--- src/rtl/rate_detect.sv ---
// rate_detect: measures the half-period of a slow toggling input in clk
// cycles, decodes it back to the 2-bit rate select that produced it, and
// reports lock or loss of signal.
module rate_detect #(
  parameter int unsigned CW    = 28,
  parameter int unsigned HALF0 = 12500001,
  parameter int unsigned HALF1 = 25000001,
  parameter int unsigned HALF2 = 50000001,
  parameter int unsigned HALF3 = 100000001,
  parameter int unsigned TOL   = 1024
) (
  input  logic          clk,
  input  logic          rstN,
  input  logic          divClkIn,
  output logic [1:0]    rateSel,
  output logic          rateValid,
  output logic [CW-1:0] halfPeriod,
  output logic          measDone,
  output logic          noSignal
);

  // Saturation value of the interval counter; reaching it with no edge means
  // the input has stopped toggling.
  localparam logic [CW-1:0] MAXCNT = CW'(HALF3 + TOL + 1);

  // Tolerance windows, one bit wider than the counter so HALFk+TOL never wraps
  // and a HALFk below TOL clamps its lower bound at zero.
  localparam logic [CW:0] LO0 = (CW+1)'((HALF0 > TOL) ? (HALF0 - TOL) : 0);
  localparam logic [CW:0] LO1 = (CW+1)'((HALF1 > TOL) ? (HALF1 - TOL) : 0);
  localparam logic [CW:0] LO2 = (CW+1)'((HALF2 > TOL) ? (HALF2 - TOL) : 0);
  localparam logic [CW:0] LO3 = (CW+1)'((HALF3 > TOL) ? (HALF3 - TOL) : 0);
  localparam logic [CW:0] HI0 = (CW+1)'(HALF0 + TOL);
  localparam logic [CW:0] HI1 = (CW+1)'(HALF1 + TOL);
  localparam logic [CW:0] HI2 = (CW+1)'(HALF2 + TOL);
  localparam logic [CW:0] HI3 = (CW+1)'(HALF3 + TOL);

  typedef enum logic [1:0] {
    IDLE    = 2'd0,
    MEASURE = 2'd1,
    LOCKED  = 2'd2
  } state_t;

  // Returns {hit, class}; hit=0 means the measurement matches no rate.
  function automatic logic [2:0] classify(input logic [CW-1:0] m);
    logic [CW:0] mx;
    logic [2:0]  r;
    mx = {1'b0, m};
    if (mx >= LO0 && mx <= HI0) begin
      r = {1'b1, 2'd0};
    end else if (mx >= LO1 && mx <= HI1) begin
      r = {1'b1, 2'd1};
    end else if (mx >= LO2 && mx <= HI2) begin
      r = {1'b1, 2'd2};
    end else if (mx >= LO3 && mx <= HI3) begin
      r = {1'b1, 2'd3};
    end else begin
      r = 3'b000;
    end
    return r;
  endfunction

  logic          s1_q, s2_q, s3_q;
  logic [CW-1:0] cnt_q, cnt_d;
  state_t        state_q, state_d;
  logic [1:0]    cand_q, cand_d;
  logic          cand_vld_q, cand_vld_d;
  logic [1:0]    rate_sel_q, rate_sel_d;
  logic          rate_valid_q, rate_valid_d;
  logic [CW-1:0] half_period_q, half_period_d;
  logic          meas_done_q, meas_done_d;
  logic          no_signal_q, no_signal_d;

  logic          edge_s;
  logic          timeout_s;
  logic [2:0]    cls_s;
  logic          cls_hit_s;
  logic [1:0]    cls_sel_s;

  assign edge_s    = s2_q ^ s3_q;
  assign timeout_s = (cnt_q == MAXCNT) && !edge_s;
  assign cls_s     = classify(cnt_q);
  assign cls_hit_s = cls_s[2];
  assign cls_sel_s = cls_s[1:0];

  // Interval counter: restart at 1 on every edge, otherwise count up and hold at MAXCNT.
  always_comb begin
    cnt_d = cnt_q;
    if (edge_s) begin
      cnt_d = CW'(1);
    end else if (cnt_q != MAXCNT) begin
      cnt_d = cnt_q + CW'(1);
    end else begin
      cnt_d = cnt_q;
    end
  end

  // Lock state machine: next state, candidate class and status outputs.
  always_comb begin
    state_d       = state_q;
    cand_d        = cand_q;
    cand_vld_d    = cand_vld_q;
    rate_sel_d    = rate_sel_q;
    rate_valid_d  = rate_valid_q;
    half_period_d = half_period_q;
    meas_done_d   = 1'b0;
    no_signal_d   = no_signal_q;
    case (state_q)
      IDLE: begin
        // The first interval after idle is partial, so it is not measured.
        if (edge_s) begin
          state_d     = MEASURE;
          cand_vld_d  = 1'b0;
          no_signal_d = 1'b0;
        end else begin
          state_d = IDLE;
        end
      end
      MEASURE: begin
        if (edge_s) begin
          half_period_d = cnt_q;
          meas_done_d   = 1'b1;
          if (cls_hit_s && cand_vld_q && (cls_sel_s == cand_q)) begin
            state_d      = LOCKED;
            rate_sel_d   = cls_sel_s;
            rate_valid_d = 1'b1;
          end else if (cls_hit_s) begin
            cand_d     = cls_sel_s;
            cand_vld_d = 1'b1;
          end else begin
            cand_vld_d = 1'b0;
          end
        end else if (timeout_s) begin
          state_d      = IDLE;
          rate_valid_d = 1'b0;
          no_signal_d  = 1'b1;
          cand_vld_d   = 1'b0;
        end else begin
          state_d = MEASURE;
        end
      end
      LOCKED: begin
        if (edge_s) begin
          half_period_d = cnt_q;
          meas_done_d   = 1'b1;
          if (cls_hit_s && (cls_sel_s == rate_sel_q)) begin
            state_d = LOCKED;
          end else begin
            state_d      = MEASURE;
            rate_valid_d = 1'b0;
            cand_d       = cls_sel_s;
            cand_vld_d   = cls_hit_s;
          end
        end else if (timeout_s) begin
          state_d      = IDLE;
          rate_valid_d = 1'b0;
          no_signal_d  = 1'b1;
          cand_vld_d   = 1'b0;
        end else begin
          state_d = LOCKED;
        end
      end
      default: begin
        state_d      = IDLE;
        rate_valid_d = 1'b0;
        cand_vld_d   = 1'b0;
      end
    endcase
  end

  // All state registers, cleared asynchronously by rstN.
  always_ff @(posedge clk or negedge rstN) begin
    if (!rstN) begin
      s1_q          <= 1'b0;
      s2_q          <= 1'b0;
      s3_q          <= 1'b0;
      cnt_q         <= '0;
      state_q       <= IDLE;
      cand_q        <= 2'd0;
      cand_vld_q    <= 1'b0;
      rate_sel_q    <= 2'd0;
      rate_valid_q  <= 1'b0;
      half_period_q <= '0;
      meas_done_q   <= 1'b0;
      no_signal_q   <= 1'b0;
    end else begin
      s1_q          <= divClkIn;
      s2_q          <= s1_q;
      s3_q          <= s2_q;
      cnt_q         <= cnt_d;
      state_q       <= state_d;
      cand_q        <= cand_d;
      cand_vld_q    <= cand_vld_d;
      rate_sel_q    <= rate_sel_d;
      rate_valid_q  <= rate_valid_d;
      half_period_q <= half_period_d;
      meas_done_q   <= meas_done_d;
      no_signal_q   <= no_signal_d;
    end
  end

  assign rateSel    = rate_sel_q;
  assign rateValid  = rate_valid_q;
  assign halfPeriod = half_period_q;
  assign measDone   = meas_done_q;
  assign noSignal   = no_signal_q;

endmodule

--- config.mk ---
export PLATFORM = sky130hd
export DESIGN_NAME = rate_detect
export DESIGN_NICKNAME = d
export VERILOG_FILES = /design/src/rtl/rate_detect.sv
export SDC_FILE = /design/constraint.sdc
export NUM_CORES = 1
export LEC_CHECK = 0
export CORE_MARGIN = 4
export CORE_UTILIZATION = 40
export CTS_CLUSTER_DIAMETER = 120
export DETAILED_ROUTE_END_ITERATION = 16
export HOLD_SLACK_MARGIN = 0.15
export PLACE_DENSITY = 0.65
export SLEW_MARGIN = 0
export SYNTH_ARGS = -nofsm -noshare
export SYNTH_HDL_FRONTEND = slang
export SYNTH_SLANG_ARGS = --single-unit
--- constraint.sdc ---
create_clock -name clk -period 4.1 [get_ports clk]
set_clock_uncertainty 0.15 [all_clocks]
set_input_delay 0.41 -clock clk [delete_from_list [all_inputs] [get_ports clk]]
set_output_delay 0.41 -clock clk [all_outputs]
set_load 0.01 [all_outputs]
==> results of run 1 <==
[final timing paths]
kind                                from       endpoint  slack [ns]  cells past startpoint
worst max-delay path            cnt_q[5]      rateValid        0.78                      9
worst min-delay path                s1_q           s2_q        0.20                      0
worst max register to register  cnt_q[5]      rateValid        0.78                      9
worst min register to register      s1_q           s2_q        0.20                      0
max in group asynchronous           rstN  halfPeriod[1]        2.34                      3
min in group asynchronous           rstN  halfPeriod[6]        0.54                      2
[sequential cells by signal, indices dropped and copies added, names as in the netlist]
signal / count
cnt_q: 28
halfPeriod: 28
cand_q: 2
rateSel: 2
state_q: 2
cand_vld_q: 1
measDone: 1
noSignal: 1
rateValid: 1
s1_q: 1
s2_q: 1
s3_q: 1
[layout make-up]
cell class,count,share of cell area
inverter,13,0.0110
tap,129,0.0363
clock buffer,10,0.0287
timing repair buffer,40,0.0866
clock inverter,6,0.0143
multi-input combinational,285,0.435
sequential,69,0.388
[where the power goes]
part           total [mW]  switching (mW)  internal, mW
registers           0.757          0.0371         0.720
logic               0.380           0.212         0.168
clock network       0.539           0.260         0.280
[cell families (layout without fill, tap and decap cells)]
kind of cell    Yosys count  count (layout)  share of synthesized area
simple gates            159             159                      0.221
flops                    69              69                      0.455
compound gates           65              65                      0.119
buf+inv                  37              69                     0.0366
mux                      29              29                     0.0864
xor+xnor                 24              24                     0.0554
fa+ha+maj                 8               8                     0.0264
[placed cells by master, fill, tap and decap left out, types with 8 or more instances in the layout]
cell type and count:
a21oi_1 15, inv_1 13, xor2_1 15, nand3_1 17, nor2_1 42, nor3_1 8
nand2_1 32, dfrtp_1 69, clkbuf_8 9, or3_1 11, xnor2_1 8, ha_1 8
nand4_1 12, clkdlybuf4s50_1 34, o21ai_0 17, mux2_2 25
[per-layer routing]
layer | vias up | wire, µm | track usage
met5 | - | 0 | 0
met3 | 13 | 407 | 0.0318
met4 | 0 | 185 | 0.0787
met2 | 79 | 3710 | 0.243
met1 | 1426 | 3940 | 0.223
li1 | 1441 | - | -
[timing repair]
item | 4_1_cts | 5_1_grt
hold endpoints to repair | 37 | 0
setup endpoints to repair | 0 | 0
hold buffers | 1 | 0
gates resized for setup | 0 | 0
[worst reg2reg max path: stages, from the launching register on]
cell and delay [ns]:
dfrtp_1 0.44, or4_4 0.59, o311ai_0 0.45, o211ai_1 0.24
a21o_1 0.26, and3_1 0.17, o221ai_1 0.34, nor3_1 0.11
nor3_2 0.14, mux2_1 0.33
[per-stage QoR]
stage | instance area (µm²) | util | power [mW] | setup WS (ns) | hold WS (ns)
2_1_floorplan | 3790 | - | 1.02 | 1.07 | -0.0356
3_3_place_gp | 4250 | 0.460 | 1.14 | 0.792 | 0.187
3_5_place_dp | 4250 | 0.460 | 1.15 | 0.831 | 0.190
4_1_cts | 4450 | 0.481 | 1.70 | 0.823 | 0.208
5_1_grt | 4450 | 0.481 | 1.78 | 0.631 | 0.235
6_report | 4450 | 0.481 | 1.68 | 0.780 | 0.203
==> impl_summary.txt, run 1 <==
----------------------------------------------------
[Synth]
  Synthesized netlist cell count ... 391
  Flip-flop and latch count after synthesis ... 69
  Cell area after technology mapping ... 3790 µm²
  Post-synth top cells ... dfrtp_1 (69), nor2_1 (42), nand2_1 (32)
  Cell accounting for the most synthesized area ... dfrtp_1
  Avg Inst Size Synth ... 9.70 µm²
  Largest cells by area after synthesis ... dfrtp_1 (46%), mux2_2 (7.4%), nor2_1 (4.2%)
  Number of nets in the synthesized netlist ... 402
  Cell variety after synth ... 60
  Share of synthesized area occupied by flip-flops and latches ... 0.455
  Most used DFF post-synth ... dfrtp_1
  Most common cell in the synthesized netlist ... dfrtp_1
  Number of synthesis warnings ... 0
  Portion of synthesized cell area occupied by the leading cell type ... 0.455
  Synth async-reset ratio ... 1.00
  Number of synthesized flops with an enable pin ... 0

[Critical path]
  Largest fanout of any net on the critical path ... 8
  Critical path buffer and inverter count ... 0
  Family with the most delay on the worst path ... compound AO/OA/AOI/OAI gates
  CP required ... 4.19 ns
  Worst Setup Start Kind ... flip-flop
  Maximum cell stage delay along the critical path ... 0.59 ns
  WS Path Type ... reg2reg
  CP Cell Sequence ... or4_4, o311ai_0, o211ai_1, a21o_1, and3_1, o221ai_1, nor3_1, nor3_2, mux2_1
  Data arrival, critical path ... 3.41 ns
  Crit. End Element ... flip-flop
  Standard cell with the maximum stage delay on the critical path ... or4_4

[Timing]
  Final Critical Period ... 3.32 ns
  Number of hold violations in the final report ... 0
  Transition time at the pin with the least slew margin ... 0.825 ns
  Fin Setup TNS ... 0 ns
  Slew Viols, Final ... 0
  Unrepaired setup endpoints after global routing ... false
  Final setup vio count ... 0
  Remaining max-slew budget at the tightest pin ... 0.450
  Tcrit/Tclk final ... 0.810
  Max frequency ... 0.301 GHz

[Drt]
  Aggregate routed wire length ... 8250 µm
  Pre-Repair DR Iteration Count ... 4
  Post-route DRC violation count ... 0
  Detail-routed net length per standard cell ... 14.9 µm
  Number of DRC markers after the initial detailed-route iteration ... 222
  Via count ... 2959
  Via density per instance ... 5.36
  Count of nets left with antenna violations after detail routing ... 0

[Clocking]
  Clock transition at path regs ... 0.08 ns
  Number of H-tree branching levels ... 3
  TritonCTS clock tree ... done
  TritonCTS buffer count ... 9
  Post-CTS setup buffer count ... 0
  Number of buffers on the longest clock path ... 2
  Clock insertion delay at the later pin of the skew report ... 0.35 ns
  Cell at the root of the clock tree ... clkbuf_8
  Clock Sink Count ... 69

[Floorplan]
  Row Count ... 35
  Area of the placeable core ... 9240 µm²
  Initial core utilization ... 0.410
  Top-Level Pins ... 36
  Vertical die dimension ... 105 µm
  Die outline area ... 11100 µm²
  Die width ... 105 µm

[Placed design]
  Final estimated routing congestion in global placement ... 0.910
  Placed insts ... 535
  Post-DP HPWL ... 5930 µm
  Number of port buffers ... 35

[Global route]
  Initial antenna violation count ... 0
  Aggregate global-route resource usage ... 0.162
  Via count of the first global-routing pass ... 2932
  Pin count of the biggest net entering global routing ... 39
  Wire length of the first global-routing pass ... 14500 µm
  Global route total overflow ... 0

[Hold path]
  Type of the tightest min-delay check ... reg2reg

[Cells and area]
  Multi-input combinational cell area ... 1930 µm²
  Register Area ... 1730 µm²
  Fill cell instance count of the final layout ... 886
  NumNets Final ... 429
  Diodes inserted ... 0
  Fraction of layout cells with a size suffix above 1 ... 0.137
  Non-filler cells in the finished layout ... 552
  Area added between synthesis and finish ... 17.3%

[Power]
  Leakage power ... 1.88 nW
  Maximum vdd ir drop ... 230 µV
  Power per unit of standard cell area ... 377 nW/µm²

[Run status]
  Result of the run ... complete, no violations

[Flow run]
  Max cap viols ... 0

----------------------------------------------------
Note: power is estimated with default switching activity, not from simulation.
==> inputs of run 2 (changes only) <==
==> constraint.sdc (replaced) <==
create_clock -name clk -period 3.2 [get_ports clk]
set_clock_uncertainty 0.15 [all_clocks]
set_input_delay 0.32 -clock clk [delete_from_list [all_inputs] [get_ports clk]]
set_output_delay 0.32 -clock clk [all_outputs]
set_load 0.01 [all_outputs]
==> run 2 against run 1 <==
Largest cell class unchanged. Routed wire length grew 1.3%. Register-to-register slack lost 0.69 ns. Cell count grew 2.0%. Global-route usage is essentially flat. Total power grew 24%. Worst hold slack lost 0.0012 ns. Clock power grew 13%. Combinational power grew 32%. Fmax grew 6.9%.
==> impl_summary.txt, run 2 (synthesized netlist as in run 1, its figures left out) <==
----------------------------------------------------
[Timing]
  Max frequency ... 0.322 GHz
  Number of hold violations in the final report ... 0
  Fin Setup TNS ... 0 ns
  Tcrit/Tclk final ... 0.970
  Final Critical Period ... 3.11 ns
  Slew Viols, Final ... 0
  Final setup vio count ... 0
  Remaining max-slew budget at the tightest pin ... 0.547
  Unrepaired setup endpoints after global routing ... false
  Transition time at the pin with the least slew margin ... 0.675 ns

[Global route]
  Via count of the first global-routing pass ... 3032
  Met2 layer usage reported by global route ... 0.242
  Met3 track demand over resource in global routing ... 0.0312
  Initial antenna violation count ... 0
  Pin count of the biggest net entering global routing ... 33
  Aggregate global-route resource usage ... 0.161
  Global route total overflow ... 0
  Wire length of the first global-routing pass ... 14500 µm
  Global routing usage on met1 ... 0.216
  GRT busiest layer ... met2

[Clocking]
  Clock insertion delay at the later pin of the skew report ... 0.34 ns
  Number of buffers on the longest clock path ... 2
  Clock transition at path regs ... 0.07 ns
  TritonCTS clock tree ... done
  Number of H-tree branching levels ... 3
  TritonCTS buffer count ... 9
  Clock Sink Count ... 69
  Cell at the root of the clock tree ... clkbuf_8

[Critical path]
  WS Path Type ... reg2reg
  Largest fanout of any net on the critical path ... 6
  Data arrival, critical path ... 3.18 ns
  CP required ... 3.27 ns
  Crit. End Element ... flip-flop
  Worst Setup Start Kind ... flip-flop

[Drt]
  Count of nets left with antenna violations after detail routing ... 0
  Aggregate routed wire length ... 8350 µm
  Number of DRC markers after the initial detailed-route iteration ... 142
  Post-route DRC violation count ... 0
  Pre-Repair DR Iteration Count ... 4
  Detail-routed net length per standard cell ... 14.8 µm
  Via density per instance ... 5.42
  Via count ... 3049

[Cells and area]
  Fraction of layout cells with a size suffix above 1 ... 0.166
  Most common cell after layout, fill and taps aside ... dfrtp_1
  NumNets Final ... 442
  Post-route core utilization ... 0.491
  Area added between synthesis and finish ... 19.7%
  Diodes inserted ... 0
  Most frequent cells in the layout ... dfrtp_1 (69), nor2_1 (42), clkdlybuf4s50_1 (34)

[Run status]
  Result of the run ... complete, no violations

[Flow run]
  Max cap viols ... 0

[Floorplan]
  Initial core utilization ... 0.410
  Top-Level Pins ... 36
  Die width ... 105 µm
  Die outline area ... 11100 µm²
  Vertical die dimension ... 105 µm
  Area of the placeable core ... 9240 µm²
  Row Count ... 35

[Hold path]
  Type of the tightest min-delay check ... reg2reg

[Power]
  Power per unit of standard cell area ... 458 nW/µm²
  Maximum vdd ir drop ... 338 µV
  Pwr Total ... 2.08 mW
  Leakage power ... 1.95 nW

[Placed design]
  Number of port buffers ... 35
  Post-DP HPWL ... 6130 µm
  Final estimated routing congestion in global placement ... 0.894

----------------------------------------------------
==> run 2: where the power goes <==
part           leakage, nW  switching, mW  internal, mW  total [mW]
registers            0.945         0.0407         0.923       0.964
logic                0.920          0.281         0.222       0.503
clock network       0.0881          0.298         0.313       0.610
total                 1.95          0.619          1.46        2.08
==> run 2: repair_timing <==
action                                  4_1_cts  5_1_grt
endpoints found under the setup margin        0        5
resized for setup                             0        6
hold endpoints to repair                     69        0
setup buffers                                 0        0
hold buffers                                  1        0
==> run 2: final cells by class <==
class	count	area, µm²
inverters	13	48.8
clock inverters	2	10.0
fillers	870	4700
flip-flops and latches	69	1730
clock buffers	12	155
multi-input cells	285	1950
well taps	129	161
repair buffers	53	483
==> run 2: worst max-delay path, stage by stage, from the launching register on <==
cell and delay, ns:
dfrtp_1 0.39, or4_4 0.55, o311ai_2 0.26, nand2_1 0.07
a2111o_1 0.45, and3_4 0.20, o21ba_1 0.19, o21a_4 0.23
nor3_2 0.16, mux2_1 0.33
==> run 2: through the flow <==
step | hold WS, ns | std cells | instance area [µm²] | setup WS [ns]
floorplan | -0.126 | 391 | 3790 | 0.167
CTS | 0.207 | 563 | 4520 | 0.00346
detailed placement | 0.0630 | 548 | 4340 | 0.0104
global placement | 0.0572 | 548 | 4340 | 0.00598
finish | 0.202 | 563 | 4540 | 0.0950
global route | 0.234 | 563 | 4540 | 0.00138
==> run 2: path summary, 6_finish.rpt <==
check / start / endpoint / slack [ns] / depth (start not counted)
worst min register to register: s1_q / s2_q / 0.20 / 0
min in group asynchronous: rstN / halfPeriod[8] / 0.24 / 2
max in group asynchronous: rstN / halfPeriod[24] / 2.00 / 3
worst max register to register: cnt_q[4] / rateValid / 0.09 / 9
worst min-delay path: s1_q / s2_q / 0.20 / 0
worst max-delay path: cnt_q[4] / rateValid / 0.09 / 9
==> run 2: per-layer routing <==
layer  wire (µm)  up-vias
li1            -     1468
met1        3880     1464
met2        3740       87
met3         364       30
met4         363        0
met5           0        -
